===== config.mk =====
export PLATFORM = sky130hd
export DESIGN_NAME = conf_int_sub_iter_arch_agnos
export DESIGN_NICKNAME = d
export VERILOG_FILES = /design/src/rtl/conf_int_sub_iter_arch_agnos.sv
export SDC_FILE = /design/constraint.sdc
export NUM_CORES = 1
export LEC_CHECK = 0
export ABC_AREA = 1
export BUFFER_PORTS_ARGS = -buffer_cell sky130_fd_sc_hd__buf_2
export CAP_MARGIN = 15
export CORE_ASPECT_RATIO = 1.25
export CORE_MARGIN = 3
export CORE_UTILIZATION = 45
export CTS_BUF_LIST = sky130_fd_sc_hd__clkbuf_8
export CTS_CLUSTER_SIZE = 24
export DETAILED_ROUTE_END_ITERATION = 10
export GPL_ROUTABILITY_DRIVEN = 0
export PLACE_DENSITY = 0.67
export RECOVER_POWER = 25
export SETUP_SLACK_MARGIN = 0.15
export SLEW_MARGIN = 20
export SYNTH_ARGS = -nofsm -noshare
export SYNTH_HDL_FRONTEND = slang
export SYNTH_SLANG_ARGS = --single-unit

===== constraint.sdc =====
create_clock -name clk -period 3 [get_ports clk]
set_input_delay 0.3 -clock clk [delete_from_list [all_inputs] [get_ports clk]]
set_output_delay 0.3 -clock clk [all_outputs]
set_load 0.02 [all_outputs]

===== src/rtl/conf_int_sub_iter_arch_agnos.sv =====
// rtl/conf_int_sub_iter_arch_agnos.sv - iterative chunked unsigned subtractor with masked precision and valid/ready handshakes
module conf_int_sub_iter_arch_agnos #(
    parameter int OP_BITWIDTH        = 16,
    parameter int DATA_PATH_BITWIDTH = 16,
    parameter int CHUNK_WIDTH        = 4
) (
    input  logic                          clk,
    input  logic                          rst,
    input  logic                          in_valid,
    output logic                          in_ready,
    input  logic [DATA_PATH_BITWIDTH-1:0] a,
    input  logic [DATA_PATH_BITWIDTH-1:0] b,
    output logic                          out_valid,
    input  logic                          out_ready,
    output logic [DATA_PATH_BITWIDTH-1:0] d,
    output logic                          borrow_out
);

    localparam int NUM_CHUNKS = DATA_PATH_BITWIDTH / CHUNK_WIDTH;
    localparam int IDX_W      = (NUM_CHUNKS > 1) ? $clog2(NUM_CHUNKS) : 1;
    localparam int LOW_BITS   = DATA_PATH_BITWIDTH - OP_BITWIDTH;

    // Only the OP_BITWIDTH most significant bits of each operand take part.
    localparam logic [DATA_PATH_BITWIDTH-1:0] KEEP_MASK = {DATA_PATH_BITWIDTH{1'b1}} << LOW_BITS;
    localparam logic [IDX_W-1:0]              LAST_IDX  = IDX_W'(NUM_CHUNKS - 1);

    generate
        if (OP_BITWIDTH > DATA_PATH_BITWIDTH) begin : g_bad_op_width
            $error("OP_BITWIDTH must not exceed DATA_PATH_BITWIDTH");
        end
        if ((DATA_PATH_BITWIDTH % CHUNK_WIDTH) != 0) begin : g_bad_chunk_width
            $error("DATA_PATH_BITWIDTH must be a multiple of CHUNK_WIDTH");
        end
    endgenerate

    typedef enum logic [1:0] {
        IDLE = 2'd0,
        CALC = 2'd1,
        DONE = 2'd2
    } state_t;

    state_t                          state;
    logic [DATA_PATH_BITWIDTH-1:0]   a_q;
    logic [DATA_PATH_BITWIDTH-1:0]   b_q;
    logic [IDX_W-1:0]                idx;
    logic                            borrow;

    logic [CHUNK_WIDTH-1:0]          a_chunk;
    logic [CHUNK_WIDTH-1:0]          b_chunk;
    logic [CHUNK_WIDTH-1:0]          diff;
    logic                            borrow_next;

    // Operands are only taken while idle; there is no skid or bypass path.
    assign in_ready = (state == IDLE);

    // One chunk of the subtraction per cycle; the extra top bit of the widened difference is the borrow.
    always_comb begin
        a_chunk     = a_q[int'(idx)*CHUNK_WIDTH +: CHUNK_WIDTH];
        b_chunk     = b_q[int'(idx)*CHUNK_WIDTH +: CHUNK_WIDTH];
        {borrow_next, diff} = {1'b0, a_chunk} - {1'b0, b_chunk} - {{CHUNK_WIDTH{1'b0}}, borrow};
    end

    // Control FSM with registered result and handshake outputs.
    always_ff @(posedge clk or posedge rst) begin
        if (rst) begin
            state      <= IDLE;
            a_q        <= '0;
            b_q        <= '0;
            idx        <= '0;
            borrow     <= 1'b0;
            d          <= '0;
            borrow_out <= 1'b0;
            out_valid  <= 1'b0;
        end else begin
            case (state)
                IDLE: begin
                    if (in_valid) begin
                        a_q    <= a & KEEP_MASK;
                        b_q    <= b & KEEP_MASK;
                        idx    <= '0;
                        borrow <= 1'b0;
                        state  <= CALC;
                    end
                end
                CALC: begin
                    // d is overwritten in place, so it only means something once out_valid is up.
                    d[int'(idx)*CHUNK_WIDTH +: CHUNK_WIDTH] <= diff;
                    borrow <= borrow_next;
                    if (idx == LAST_IDX) begin
                        borrow_out <= borrow_next;
                        out_valid  <= 1'b1;
                        state      <= DONE;
                    end else begin
                        idx <= idx + 1'b1;
                    end
                end
                DONE: begin
                    if (out_ready) begin
                        out_valid <= 1'b0;
                        state     <= IDLE;
                    end
                end
                default: begin
                    out_valid <= 1'b0;
                    state     <= IDLE;
                end
            endcase
        end
    end

endmodule

==> flow_metrics.env <==
export IMPL_status="finished with violations"
export IMPL_violations="max-capacitance violations, max-slew violations"
export IMPL_worstSetupPathType="flip-flop to flip-flop"
export IMPL_antenna_found_initial=0
export IMPL_synth_distinct_cells=31
export IMPL_synth_area_per_cell_um2=11.2
export IMPL_synth_edff_count=0
export IMPL_hold_path_class="input port to flip-flop"
export IMPL_finalPower_w=0.00383
export IMPL_areaGrowthSynthToFinish_pct=15.0
export IMPL_fp_row_count=31
export IMPL_firstDrtPassIters=4
export IMPL_synth_ff_type="dfrtp_1"
export IMPL_ys_ff_latch=55
export IMPL_maxSlewViolCount=56
export IMPL_worstSetupEndpointType="flip-flop"
export IMPL_fin_tns_setup_ps=0
export IMPL_io_pins=55
export IMPL_period_share_pct=85.3
export IMPL_yosysTopAreaCell="dfrtp_1"
export IMPL_hold_buffers=0
export IMPL_maxCapViolCount=1
export IMPL_cts_root_buffer="clkbuf_8"
export IMPL_yosysMostFrequentCell="dfrtp_1"
export IMPL_async_flop_share_pct=100
export IMPL_htree_num_levels=2
export IMPL_wire_per_inst_um=14.1
export IMPL_skew_ps=8.20
export IMPL_hold_viol_final=0
export IMPL_die_area_um2=7030
export IMPL_wl_um=5190
export IMPL_drive_gt1_share_pct=36.4
export IMPL_drcViolationCount=0
export IMPL_period_needed_ps=2560
export IMPL_synth_nets=292
export IMPL_viasPerCell=5.12
export IMPL_overflow=0
export IMPL_cts_tree="yes"
export IMPL_p_sw_share_pct=43.1
export IMPL_yosys_warnings=0
export IMPL_powerDensity_nw_per_um2=1220
export IMPL_path_clk_slew_ps=100
export IMPL_drtIter0Drc=90
export IMPL_cts_resized=0
export IMPL_grt_start_max_net_pins=56
export IMPL_setup_violations=0
export IMPL_cp_start_kind="flip-flop"
export IMPL_cp_arrival_ps=2790
export IMPL_grt_usage_pct=16.1
export IMPL_die_x_um=75.6
export IMPL_relSlewSlack_pct=-55.3
export IMPL_cts_buffers=5
export IMPL_fmax_mhz=391
export IMPL_start_util_pct=46.9
export IMPL_ant_nets=0
export IMPL_p_clk_share_pct=10.2
export IMPL_fillers=529
export IMPL_worstMarginPinSlew_ps=2320
export IMPL_p_leak_nw=1.66
export IMPL_ys_top_cells_by_area="dfrtp_1 (50%), mux2_4 (14%), nand2_1 (6.1%)"
export IMPL_rsz0062_at_grt="no"
export IMPL_vias=1884
export IMPL_synth_seq_area_share_pct=50.5
export IMPL_grt_pass1_vias=1881
export IMPL_power_frac_comb_pct=56.0
export IMPL_clock_latency_ps=300
export IMPL_core_area_um2=5820
export IMPL_synth_area_um2=2730
export IMPL_syn_inst=244
export IMPL_antenna_cells=0
export IMPL_power_switching_w=0.00165
export IMPL_synth_top_area_share_pct=50.5
export IMPL_io_buffers=54
export IMPL_die_h_um=93.0
export IMPL_post_dp_hpwl_um=3820
export IMPL_fin_nets=349
export IMPL_netlist_top_cells_count="dfrtp_1 (55), nand2_1 (44), mux2_4 (26), o21ai_0 (18), inv_1 (17)"
export IMPL_post_cts_buffers=0
export IMPL_worst_endpoint_required_ps=3230
export IMPL_grt_pass1_wl_um=8760
export IMPL_p_int_w=0.00218
export IMPL_cts_sinks=55
export IMPL_cp_max_fo=20
export IMPL_clock_path_buffers=2
export IMPL_p_seq_share_pct=33.7
export IMPL_ir_drop_mv=0.494
[cell families (layout without fill, tap and decap cells)]
kind of cell    after synthesis  in the layout  share of synthesized area, %
simple gates                 77             77                          12.9
xor+xnor                      2              2                         0.643
compound gates               39             39                          8.40
mux                          31             31                          16.4
buf+inv                      28             86                          5.09
fa+ha+maj                    12             12                          6.06
flops                        55             55                          50.5
[cells in the final DEF, fill, tap and decap left out, drive strengths merged]
cell / n
xor2: 1
a32oi: 1
a22o: 3
nor3: 2
clkinv: 1
nand2: 48
dfrtp: 55
ha: 10
inv: 20
nor2: 18
o32ai: 1
clkbuf: 5
a21oi: 6
buf: 58
o21ai: 22
clkinvlp: 2
mux2: 31
fa: 2
nand4: 2
a32o: 2
xnor2: 1
o22ai: 4
nand3: 7
[flip-flops by register name, summed over array words and instances (netlist names)]
| register | flops |
|---|---|
| borrow | 1 |
| borrow_out | 1 |
| a_q | 16 |
| idx | 2 |
| b_q | 16 |
| state | 2 |
| d | 16 |
| out_valid | 1 |
[per-stage QoR]
step / worst slack, ps / cell area (µm²) / std cells / util [%] / hold WS (ps)
after floorplan: 557 / 2730 / 244 / - / 437
after global placement: 548 / 3050 / 360 / 52.4 / 460
after detailed placement: 479 / 3050 / 360 / 52.4 / 469
after CTS: 459 / 3130 / 368 / 53.8 / 197
after global routing: 181 / 3130 / 368 / 53.9 / 197
final: 442 / 3130 / 368 / 53.9 / 205
[power by group through the flow]
stage / logic (W) / clock network [W] / registers [W]
after floorplan: 0.00166 / 0 / 0.00132
after detailed placement: 0.00216 / 0 / 0.00130
final: 0.00215 / 0.000392 / 0.00129
after CTS: 0.00217 / 0.000407 / 0.00129
after global placement: 0.00211 / 0 / 0.00130
after global routing: 0.00246 / 0.000426 / 0.00134
[area by class of cell]
cell class | instances | area (µm²) | share of cell area, %
Clock inverter | 3 | 16.3 | 0.519
Tap cell | 66 | 82.6 | 2.63
Timing Repair Buffer | 58 | 300 | 9.58
Sequential cell | 55 | 1380 | 43.9
Multi-Input combinational cell | 161 | 1210 | 38.6
Clock buffer | 5 | 68.8 | 2.20
Inverter | 20 | 78.8 | 2.51
[worst max-delay path: stages, from the launching register on]
cell and delay [ps]:
dfrtp_1 580, inv_4 170, o21ai_0 190, o22ai_1 130, fa_1 450, fa_1 430
xor2_1 190, nor2_1 140, nand2_1 90, o21ai_1 110
[final timing paths]
path / start / end / slack, ps / cells after the start
max: idx[0]$_DFFE_PP0P_ / d[6]$_DFFE_PP0P_ / 440 / 9
min: out_ready / state[1]$_DFFE_PP0P_ / 200 / 2
max reg2reg: idx[0]$_DFFE_PP0P_ / d[6]$_DFFE_PP0P_ / 440 / 9
min reg2reg: d[15]$_DFFE_PP0P_ / d[15]$_DFFE_PP0P_ / 480 / 2
max in group asynchronous: rst / borrow$_DFFE_PP0P_ / 1340 / 2
min in group asynchronous: rst / idx[0]$_DFFE_PP0P_ / 610 / 2
[per-layer routing]
| layer | track usage (%) | share of wire, % |
|---|---|---|
| met4 | 5.83 | 1.7 |
| met3 | 3.55 | 3.8 |
| met1 | 21.1 | 45 |
| met5 | 0 | 0 |
| met2 | 25.9 | 50 |
No activity file was read; power rests on OpenSTA's default activity.
